===== src/rtl/reaction_pkg.sv =====
// Shared types and constants for the reaction-time game controller.
package reaction_pkg;

    typedef enum logic [2:0] {
        IDLE    = 3'd0,
        WAIT    = 3'd1,
        REACT   = 3'd2,
        RESULT  = 3'd3,
        TIMEOUT = 3'd4,
        CHEAT   = 3'd5
    } game_state_t;

    localparam logic [15:0] LFSR_SEED = 16'hACE1;
    // Right-shifting Fibonacci form of x^16+x^14+x^13+x^11+1: feedback from bits 0, 2, 3 and 5.
    localparam logic [15:0] LFSR_TAPS = 16'h002D;
    localparam logic [3:0]  BCD_BLANK = 4'hF;

    function automatic logic [31:0] to_bcd(input int unsigned value);
        logic [31:0] res;
        int unsigned v;
        res = '0;
        v   = value;
        for (int i = 0; i < 8; i++) begin
            res[4*i +: 4] = 4'(v % 10);
            v = v / 10;
        end
        return res;
    endfunction

endpackage


===== src/rtl/bcd_counter.sv =====
// Cascaded decimal counter: each enabled step adds one with carry across DIGITS BCD digits.
module bcd_counter #(
    parameter int DIGITS = 4
) (
    input  logic                clk,
    input  logic                rst,
    input  logic                clr,
    input  logic                en,
    output logic [4*DIGITS-1:0] bcd
);

    logic [4*DIGITS-1:0] next_bcd;
    logic                carry;

    always_comb begin
        next_bcd = bcd;
        carry    = 1'b1;
        for (int i = 0; i < DIGITS; i++) begin
            if (carry) begin
                if (bcd[4*i +: 4] == 4'd9) begin
                    next_bcd[4*i +: 4] = 4'd0;
                end else begin
                    next_bcd[4*i +: 4] = bcd[4*i +: 4] + 4'd1;
                    carry = 1'b0;
                end
            end
        end
    end

    always_ff @(posedge clk or posedge rst) begin
        if (rst) begin
            bcd <= '0;
        end else if (clr) begin
            bcd <= '0;
        end else if (en) begin
            bcd <= next_bcd;
        end
    end

endmodule


===== src/rtl/reaction_game_ctrl.sv =====
// Reaction-time game: random wait, stimulus light, millisecond BCD timing and a best-time record.
module reaction_game_ctrl
    import reaction_pkg::*;
#(
    parameter int CLK_HZ      = 100_000_000,
    parameter int DIGITS      = 4,
    parameter int MIN_WAIT_MS = 1000,
    parameter int RAND_BITS   = 12,
    parameter int TIMEOUT_MS  = 1000
) (
    input  logic                CLK100MHZ,
    input  logic                rst,
    input  logic                start,
    input  logic                react,
    input  logic                clr_best,
    output logic                stim,
    output logic [2:0]          state_o,
    output logic [4*DIGITS-1:0] bcd,
    output logic [4*DIGITS-1:0] best_bcd,
    output logic                best_valid,
    output logic                done
);

    localparam int TICK_CYCLES = CLK_HZ / 1000;
    localparam int DIV_W       = (TICK_CYCLES > 1) ? $clog2(TICK_CYCLES) : 1;
    localparam int WAIT_W      = $clog2(MIN_WAIT_MS + 2**RAND_BITS);
    // Timeout fires on the tick that would carry the count from TIMEOUT_MS-1 up to TIMEOUT_MS.
    localparam logic [4*DIGITS-1:0] TIMEOUT_LAST = (4*DIGITS)'(to_bcd(TIMEOUT_MS - 1));

    if (TIMEOUT_MS < 1 || TIMEOUT_MS >= 10**DIGITS) begin : g_bad_timeout
        $error("TIMEOUT_MS must lie in 1 .. 10**DIGITS-1");
    end

    game_state_t         state;
    game_state_t         state_next;
    logic [DIV_W-1:0]    div_cnt;
    logic [WAIT_W-1:0]   wait_ms;
    logic [15:0]         lfsr;
    logic [4*DIGITS-1:0] count;
    logic                ms_tick;
    logic                entering;
    logic                cnt_clr;
    logic                cnt_en;

    assign ms_tick  = (div_cnt == DIV_W'(TICK_CYCLES - 1));
    assign entering = (state_next != state);
    assign cnt_clr  = entering && (state_next == WAIT);
    assign cnt_en   = (state == REACT) && ms_tick && !react;

    assign state_o  = state;
    assign bcd      = (state == CHEAT) ? {DIGITS{BCD_BLANK}} : count;

    always_ff @(posedge CLK100MHZ or posedge rst) begin
        if (rst) begin
            state <= IDLE;
        end else begin
            state <= state_next;
        end
    end

    always_comb begin
        state_next = state;
        case (state)
            IDLE: begin
                if (start) state_next = WAIT;
            end
            WAIT: begin
                if (react) state_next = CHEAT;
                else if (ms_tick && wait_ms == '0) state_next = REACT;
            end
            REACT: begin
                if (react) state_next = RESULT;
                else if (ms_tick && count == TIMEOUT_LAST) state_next = TIMEOUT;
            end
            RESULT, TIMEOUT, CHEAT: begin
                if (start) state_next = WAIT;
            end
            default: state_next = IDLE;
        endcase
    end

    always_ff @(posedge CLK100MHZ or posedge rst) begin
        if (rst) begin
            lfsr    <= LFSR_SEED;
            div_cnt <= '0;
            wait_ms <= '0;
            stim    <= 1'b0;
            done    <= 1'b0;
        end else begin
            lfsr <= {^(lfsr & LFSR_TAPS), lfsr[15:1]};
            if (entering && (state_next == WAIT || state_next == REACT)) begin
                div_cnt <= '0;
            end else if (ms_tick) begin
                div_cnt <= '0;
            end else begin
                div_cnt <= div_cnt + DIV_W'(1);
            end
            if (cnt_clr) begin
                wait_ms <= WAIT_W'(MIN_WAIT_MS) + WAIT_W'(lfsr[RAND_BITS-1:0]);
            end else if (state == WAIT && ms_tick && wait_ms != '0) begin
                wait_ms <= wait_ms - WAIT_W'(1);
            end
            stim <= (state_next == REACT);
            done <= entering && (state_next inside {RESULT, TIMEOUT, CHEAT});
        end
    end

    // The count is frozen on the react cycle, so it is already the result being recorded.
    always_ff @(posedge CLK100MHZ or posedge rst) begin
        if (rst) begin
            best_bcd   <= '0;
            best_valid <= 1'b0;
        end else if (clr_best) begin
            best_bcd   <= '0;
            best_valid <= 1'b0;
        end else if (state == REACT && react && (!best_valid || count < best_bcd)) begin
            best_bcd   <= count;
            best_valid <= 1'b1;
        end
    end

    bcd_counter #(
        .DIGITS(DIGITS)
    ) u_counter (
        .clk(CLK100MHZ),
        .rst(rst),
        .clr(cnt_clr),
        .en(cnt_en),
        .bcd(count)
    );

endmodule

===== config.mk =====
export PLATFORM = sky130hd
export DESIGN_NAME = reaction_game_ctrl
export DESIGN_NICKNAME = d
export VERILOG_FILES = /design/src/rtl/reaction_pkg.sv /design/src/rtl/bcd_counter.sv /design/src/rtl/reaction_game_ctrl.sv
export SDC_FILE = /design/constraint.sdc
export NUM_CORES = 1
export LEC_CHECK = 0
export ABC_AREA = 1
export ABC_CLOCK_PERIOD_IN_PS = 3600
export CORE_MARGIN = 4
export CORE_UTILIZATION = 58
export CTS_CLUSTER_DIAMETER = 40
export DETAILED_ROUTE_END_ITERATION = 10
export GPL_ROUTABILITY_DRIVEN = 0
export PLACE_DENSITY = 0.8
export SLEW_MARGIN = 20
export SYNTH_ARGS = -nofsm -noshare
export SYNTH_HDL_FRONTEND = slang
export SYNTH_SLANG_ARGS = --single-unit

===== constraint.sdc =====
create_clock -name CLK100MHZ -period 3.6 [get_ports CLK100MHZ]
set_clock_uncertainty 0.05 [all_clocks]
set_input_delay 1.08 -clock CLK100MHZ [delete_from_list [all_inputs] [get_ports CLK100MHZ]]
set_output_delay 1.08 -clock CLK100MHZ [all_outputs]
set_load 0.02 [all_outputs]

After elaboration in Yosys (flattened, before gate mapping)

Cells that the tools add are included.

Memories kept: 0
Flip-flop bits (word level): 84
Latch bits: 0
Input port bits: 5
RAM bits: 0
ROM bits: 0

Multiply operators: 0
Divide/modulo/power cells: 0
Equal/unequal tests: 17
$add $sub $neg: 7
Shift operators: 0
Bitwise operators: 0
Reduce and logical (&&, ||, !) cells: 30
Order comparisons: 1
Multiplexer cells: 29

Operator list:

| cell                                                                 | count |
|---|---|
| 16-bit two-way mux                                                   | 5 |
| 17-bit two-way mux                                                   | 2 |
| 4-bit two-way mux                                                    | 7 |
| 13-bit two-way mux                                                   | 2 |
| 17-bit by 1-bit adder with 17-bit output, second input constant      | 1 |
| 17-bit == test, second input constant                                | 1 |
| 4-bit by 1-bit adder with 4-bit output, second input constant        | 4 |
| 16-bit by 12-bit == test with 1-bit output, second input constant    | 1 |
| 4-bit == test, second input constant                                 | 4 |
| 16-bit less-than comparator                                          | 1 |
| 16-bit XOR reduction                                                 | 1 |
| 3-bit two-way mux                                                    | 5 |
| 10-bit by 12-bit adder with 13-bit output, first input constant      | 1 |
| 13-bit logical NOT                                                   | 1 |
| 13-bit nonzero test                                                  | 1 |
| 13-bit by 1-bit subtractor with 13-bit output, second input constant | 1 |
| 3-bit by 2-bit == test with 1-bit output, second input constant      | 4 |
| 3-bit == test, second input constant                                 | 4 |
| 2-bit nonzero test                                                   | 6 |
| 1-bit logical AND                                                    | 11 |
| 3-bit case mux with 3 select lines                                   | 1 |
| 1-bit two-way mux                                                    | 7 |
| 3-bit by 1-bit == test with 1-bit output, second input constant      | 2 |
| 2-bit AND reduction                                                  | 3 |
| 6 further kinds                                                      | 8 |

Longest topological paths before layout

Depth after elaboration: 9
Gate-level depth with buffers: 18

Modules after synthesis

Synthesis repeated with hierarchy kept, for this count alone.

Cell total of the unflattened synthesis: 649
Area total of the unflattened synthesis: 5092.4 um^2

Modules (own cells, without submodules):

| module             | cells an instance | area each (um^2) | instances | seq. area each (um^2) |
|---|---|---|---|---|
| reaction_game_ctrl | 527               | 4103.9           | 1         | 1711.6 |
| bcd_counter        | 122               | 988.4            | 1         | 400.4 |

Worst setup path before layout

No wires, ideal clock.

Path kind: register to output
Start: register state[2], in the netlist state_o[2]
End: output bcd[10]
Slack: 1171 ps
Arrival: 1299 ps
Buffers on the path: 1
Required time: 2470 ps
Stages on the path, launching flop included: 6
Cells stage by stage: dfrtp_1 inv_1 nor2_1 nand2_1 clkbuf_1 nand2_1

Longest elaborated chain between the ends: 2

RTL lines:

| what                   | RTL line                 | text |
|---|---|---|
| from (decl)            | reaction_game_ctrl.sv:34 | `game_state_t state;` |
| from (signal assigned) | reaction_game_ctrl.sv:57 | `state <= state_next;` |
| 3-bit == test          | reaction_game_ctrl.sv:51 | `assign bcd = (state == CHEAT) ? {DIGITS{BCD_BLANK}} : count;` |
| 16-bit two-way mux     | reaction_game_ctrl.sv:51 |  |
| to (decl)              | reaction_game_ctrl.sv:18 | `output logic [4*DIGITS-1:0] bcd,` |

Every way passes these cells.

Worst setup path in the final report

Start: register state[2], in the netlist state_o[2]
End: output bcd[5]

The elaborated chain is that of the path after synthesis.

==> impl_summary.log <==
INFO  metric outcome = finished clean
INFO  metric synthFlopType = dfrtp_1
INFO  metric synthXorXnorAreaFrac = 5.30%
INFO  metric cts_tree = yes
INFO  metric synth_enable_flop_cells = 0
INFO  metric path_max_fanout = 16
INFO  metric place.detailed.hpwl = 7950 um
INFO  metric hold_class = reg -> reg
INFO  metric power.leakage = 0.00269 uW
INFO  metric clk-insertion-delay-late = 360 ps
INFO  metric critPathLaunchType = flip-flop
INFO  metric grt_use_total = 22.9%
INFO  metric synth_sequential_area_ratio = 42.6%
INFO  metric clkSlewWorstSetupHoldPaths = 90 ps
INFO  metric crit_type = reg -> out
INFO  metric post_cts.repair.setup_buffers = 0
INFO  metric htreeDepth = 3
INFO  metric flow.area_growth_from_synthesis = 14.1%
INFO  metric vdd.ir_drop.worst = 0.276 mV
INFO  metric post-route-period-util = 94.9%
INFO  metric internal_power = 1760 uW
INFO  metric final_count_of_hold_timing_violations = 0
INFO  metric die_w = 100 um
INFO  metric finalSetupViolations = 0
INFO  metric remaining_drc_errors = 0
INFO  metric placement.cell_area = 5470 um2
INFO  metric fill_cells = 679
INFO  metric initial_core_util = 60.1%
INFO  metric fin_worst_hold_slack = 312 ps
INFO  metric buffer_ports.inserted = 42
INFO  metric synth_compound_area_share = 7.41%
INFO  metric post_place_setup_slack = 311 ps
INFO  metric syn_area = 4960 um2
INFO  metric synth_cells = 608
INFO  metric synthesis.yosys.warnings = 0
INFO  metric critical_path_required = 2470 ps
INFO  metric syn-num-nets = 641
INFO  metric globalRouteOverflowTotal = 0
INFO  metric route.detailed.wl_per_inst = 14.2 um
INFO  metric main_combinational_cell_family_by_area_after_synthesis = simple AND/OR/NAND/NOR gates
INFO  metric ant_nets = 0
INFO  metric full_die_area = 10,100 um2
INFO  metric number_of_cts_inserted_buffers = 9
INFO  metric final_critical_path_setup_slack = 183 ps
INFO  metric share_clk_of_total_power = 23.2%
INFO  metric period_needed = 3420 ps
INFO  metric ctsResizeCount = 0
INFO  metric clock_sink_count = 84
INFO  metric worst_rel_slew_slack = 61.2%
INFO  metric asyncSetResetFlopFracSynth = 100%
INFO  metric die_y = 100 um
INFO  metric drv_slew = 0
INFO  metric final_net_count = 684
INFO  metric setup_tns = 0 ps
INFO  metric avgViaCountPerCell = 5.47
INFO  metric fin_util = 68.6%
INFO  metric drt_wl_total = 10,800 um
INFO  metric cts-root-buf = clkbuf_8
INFO  metric cp-end-kind = primary output
INFO  metric synthMuxAreaShare = 0%
INFO  metric yosys.area_share.simple = 29.8%
INFO  metric comb_power_share = 39.5%
INFO  metric ctsLongestPathBuffers = 2
INFO  metric grt_antenna_before_repair = 0
INFO  metric antenna_cells_inserted = 0
INFO  metric layout-drive-gt1-share = 10.4%
INFO  metric power.switching = 1160 uW
INFO  metric design_area = 5660 um2
INFO  metric hold_buffers = 0
INFO  metric fp-row-count = 33
INFO  metric fmaxAchievable = 0.293 GHz
INFO  metric power.share.switching = 39.6%
INFO  metric rsz0062_at_grt = false
INFO  metric cellPowerDensity = 515 nW/um2
INFO  metric core_area = 8260 um2
INFO  metric max-cap-violations = 0
INFO  metric vias = 4,161
INFO  metric synth_fa_ha_area_share = 7.06%
INFO  metric boundaryPins = 43
INFO  metric dr.first_iter.drc_count = 255
INFO  metric max_slew.worst_pin.slew = 580 ps
INFO  metric syn-mean-instance-area = 8.16 um2
INFO  metric grt_max_degree = 63
INFO  metric worst-endpoint-arrival = 2290 ps
INFO  metric first_global_vias = 4,139
INFO  metric fraction_of_power_consumed_by_sequential_logic = 37.2%
INFO  metric netlist-cell-type-count = 40
INFO  metric first_pass_detailed_route_iteration_total = 4
INFO  metric ys_seq_elements = 84
INFO  metric grt_pass1_wl = 18,700 um
## through the flow
stage                     total power, uW  std cells
after floorplan                      1980        608
after global placement               2210        745
after detailed placement             2260        745
after CTS                            2930        761
after global routing                 3110        761
final                                2920        761
## cells by family (layout without fill, tap and decap cells)
kind of cell             count (synthesis)  count (layout)
flip-flops                              84              84
adder cells (fa/ha/maj)                 28              28
buffers and inverters                   93             141
XOR/XNOR                                30              30
AND/OR/NAND/NOR                        307             307
AO/OA/AOI/OAI                           66              66
## registers in the layout, indices dropped and copies added, names as in the netlist
signal and flops:
best_bcd 16, best_valid 1, div_cnt 17, done 1, lfsr 16, state_o 3
stim 1, u_counter.bcd 16, wait_ms 13
## metal layers
layer  up-vias  global-route usage [%]  share of wire [%]
li1       2077                       -                  -
met1      1959                    29.9                 44
met2       109                    38.7                 50
met3        16                    3.11                4.4
met4         0                    8.81                1.6
met5         -                       0                  0
## layout by cell type (no fill, tap or decap), drive strengths merged
| cell type | count |
|---|---|
| nand2 | 133 |
| inv | 77 |
| dfrtp | 76 |
| nand3 | 69 |
| nor2 | 60 |
| clkdlybuf4s50 | 42 |
| o21ai | 33 |
| ha | 28 |
| xor2 | 23 |
| a21oi | 20 |
| nor3 | 20 |
| nand4 | 14 |
| clkbuf | 12 |
| o211ai | 9 |
| dfstp | 8 |
| xnor2 | 7 |
| clkinv | 5 |
| buf | 4 |
| or2 | 4 |
| nor3b | 3 |
| o31ai | 2 |
| o22ai | 2 |
| or3 | 2 |
| nor4 | 1 |
| and3 | 1 |
| bufinv | 1 |
## power groups by stage
| stage | combinational [uW] | clock [uW] | sequential, uW |
|---|---|---|---|
| after floorplan | 879 | 0 | 1100 |
| after global routing | 1280 | 732 | 1100 |
| after detailed placement | 1150 | 0 | 1100 |
| after global placement | 1110 | 0 | 1100 |
| after CTS | 1160 | 686 | 1090 |
| final | 1150 | 678 | 1090 |
## path summary, 6_finish.rpt
check                                        startpoint                       to  slack, ps  cells past startpoint
setup reg to reg           u_counter.bcd[1]$_DFFE_PP0P_  wait_ms[11]$_DFFE_PP0P_        770                     17
setup / recovery                   state_o[2]$_DFF_PP0_                   bcd[5]        180                      5
max in group asynchronous                           rst   wait_ms[1]$_DFFE_PP0P_       1890                      3
hold reg to reg                      lfsr[12]$_DFF_PP0_       lfsr[11]$_DFF_PP1_        310                      0
hold / removal                       lfsr[12]$_DFF_PP0_       lfsr[11]$_DFF_PP1_        310                      0
min in group asynchronous                           rst     div_cnt[6]$_DFF_PP0_        960                      2
## synth_stat cells, types with 2 or more instances
library cell / instances / share of area, %
ha_1: 28 / 7.1
nand3_1: 68 / 6.9
clkbuf_1: 7 / 0.53
inv_1: 69 / 5.2
nand2_2: 6 / 0.76
o31ai_1: 2 / 0.30
nor2_2: 3 / 0.38
nor2_4: 5 / 1.1
o21ai_0: 26 / 2.6
a21oi_1: 18 / 1.8
nand2_1: 125 / 9.5
or3_1: 2 / 0.25
o211ai_1: 9 / 1.4
o21ai_1: 7 / 0.71
or2_2: 2 / 0.25
buf_4: 4 / 0.61
nor3b_2: 2 / 0.50
xnor2_1: 7 / 1.2
inv_2: 8 / 0.61
xor2_1: 23 / 4.1
nor3_1: 11 / 1.1
nor3_2: 8 / 1.6
a21oi_2: 2 / 0.35
dfrtp_1: 76 / 38
nor2_1: 52 / 3.9
dfstp_2: 8 / 4.2
buf_6: 3 / 0.68
nand4_1: 14 / 1.8
o22ai_1: 2 / 0.25
## area by class of cell
| cell class | count | area [um2] | share of cell area, % |
|---|---|---|---|
| Multi-Input combinational cell | 431 | 2460 | 43.5 |
| Sequential cell | 84 | 2110 | 37.3 |
| Timing Repair Buffer | 46 | 463 | 8.18 |
| Inverter | 79 | 300 | 5.30 |
| Clock buffer | 12 | 145 | 2.56 |
| Tap cell | 105 | 131 | 2.32 |
| Clock inverter | 4 | 48.8 | 0.862 |
## worst max-delay path, stage by stage, from the launching register on
cell and delay (ps):
dfrtp_1 440, inv_1 140, nor2_1 140, nand2_1 370, nand2_1 200, clkdlybuf4s50_1 630
No activity file was read; power rests on OpenSTA's default activity.
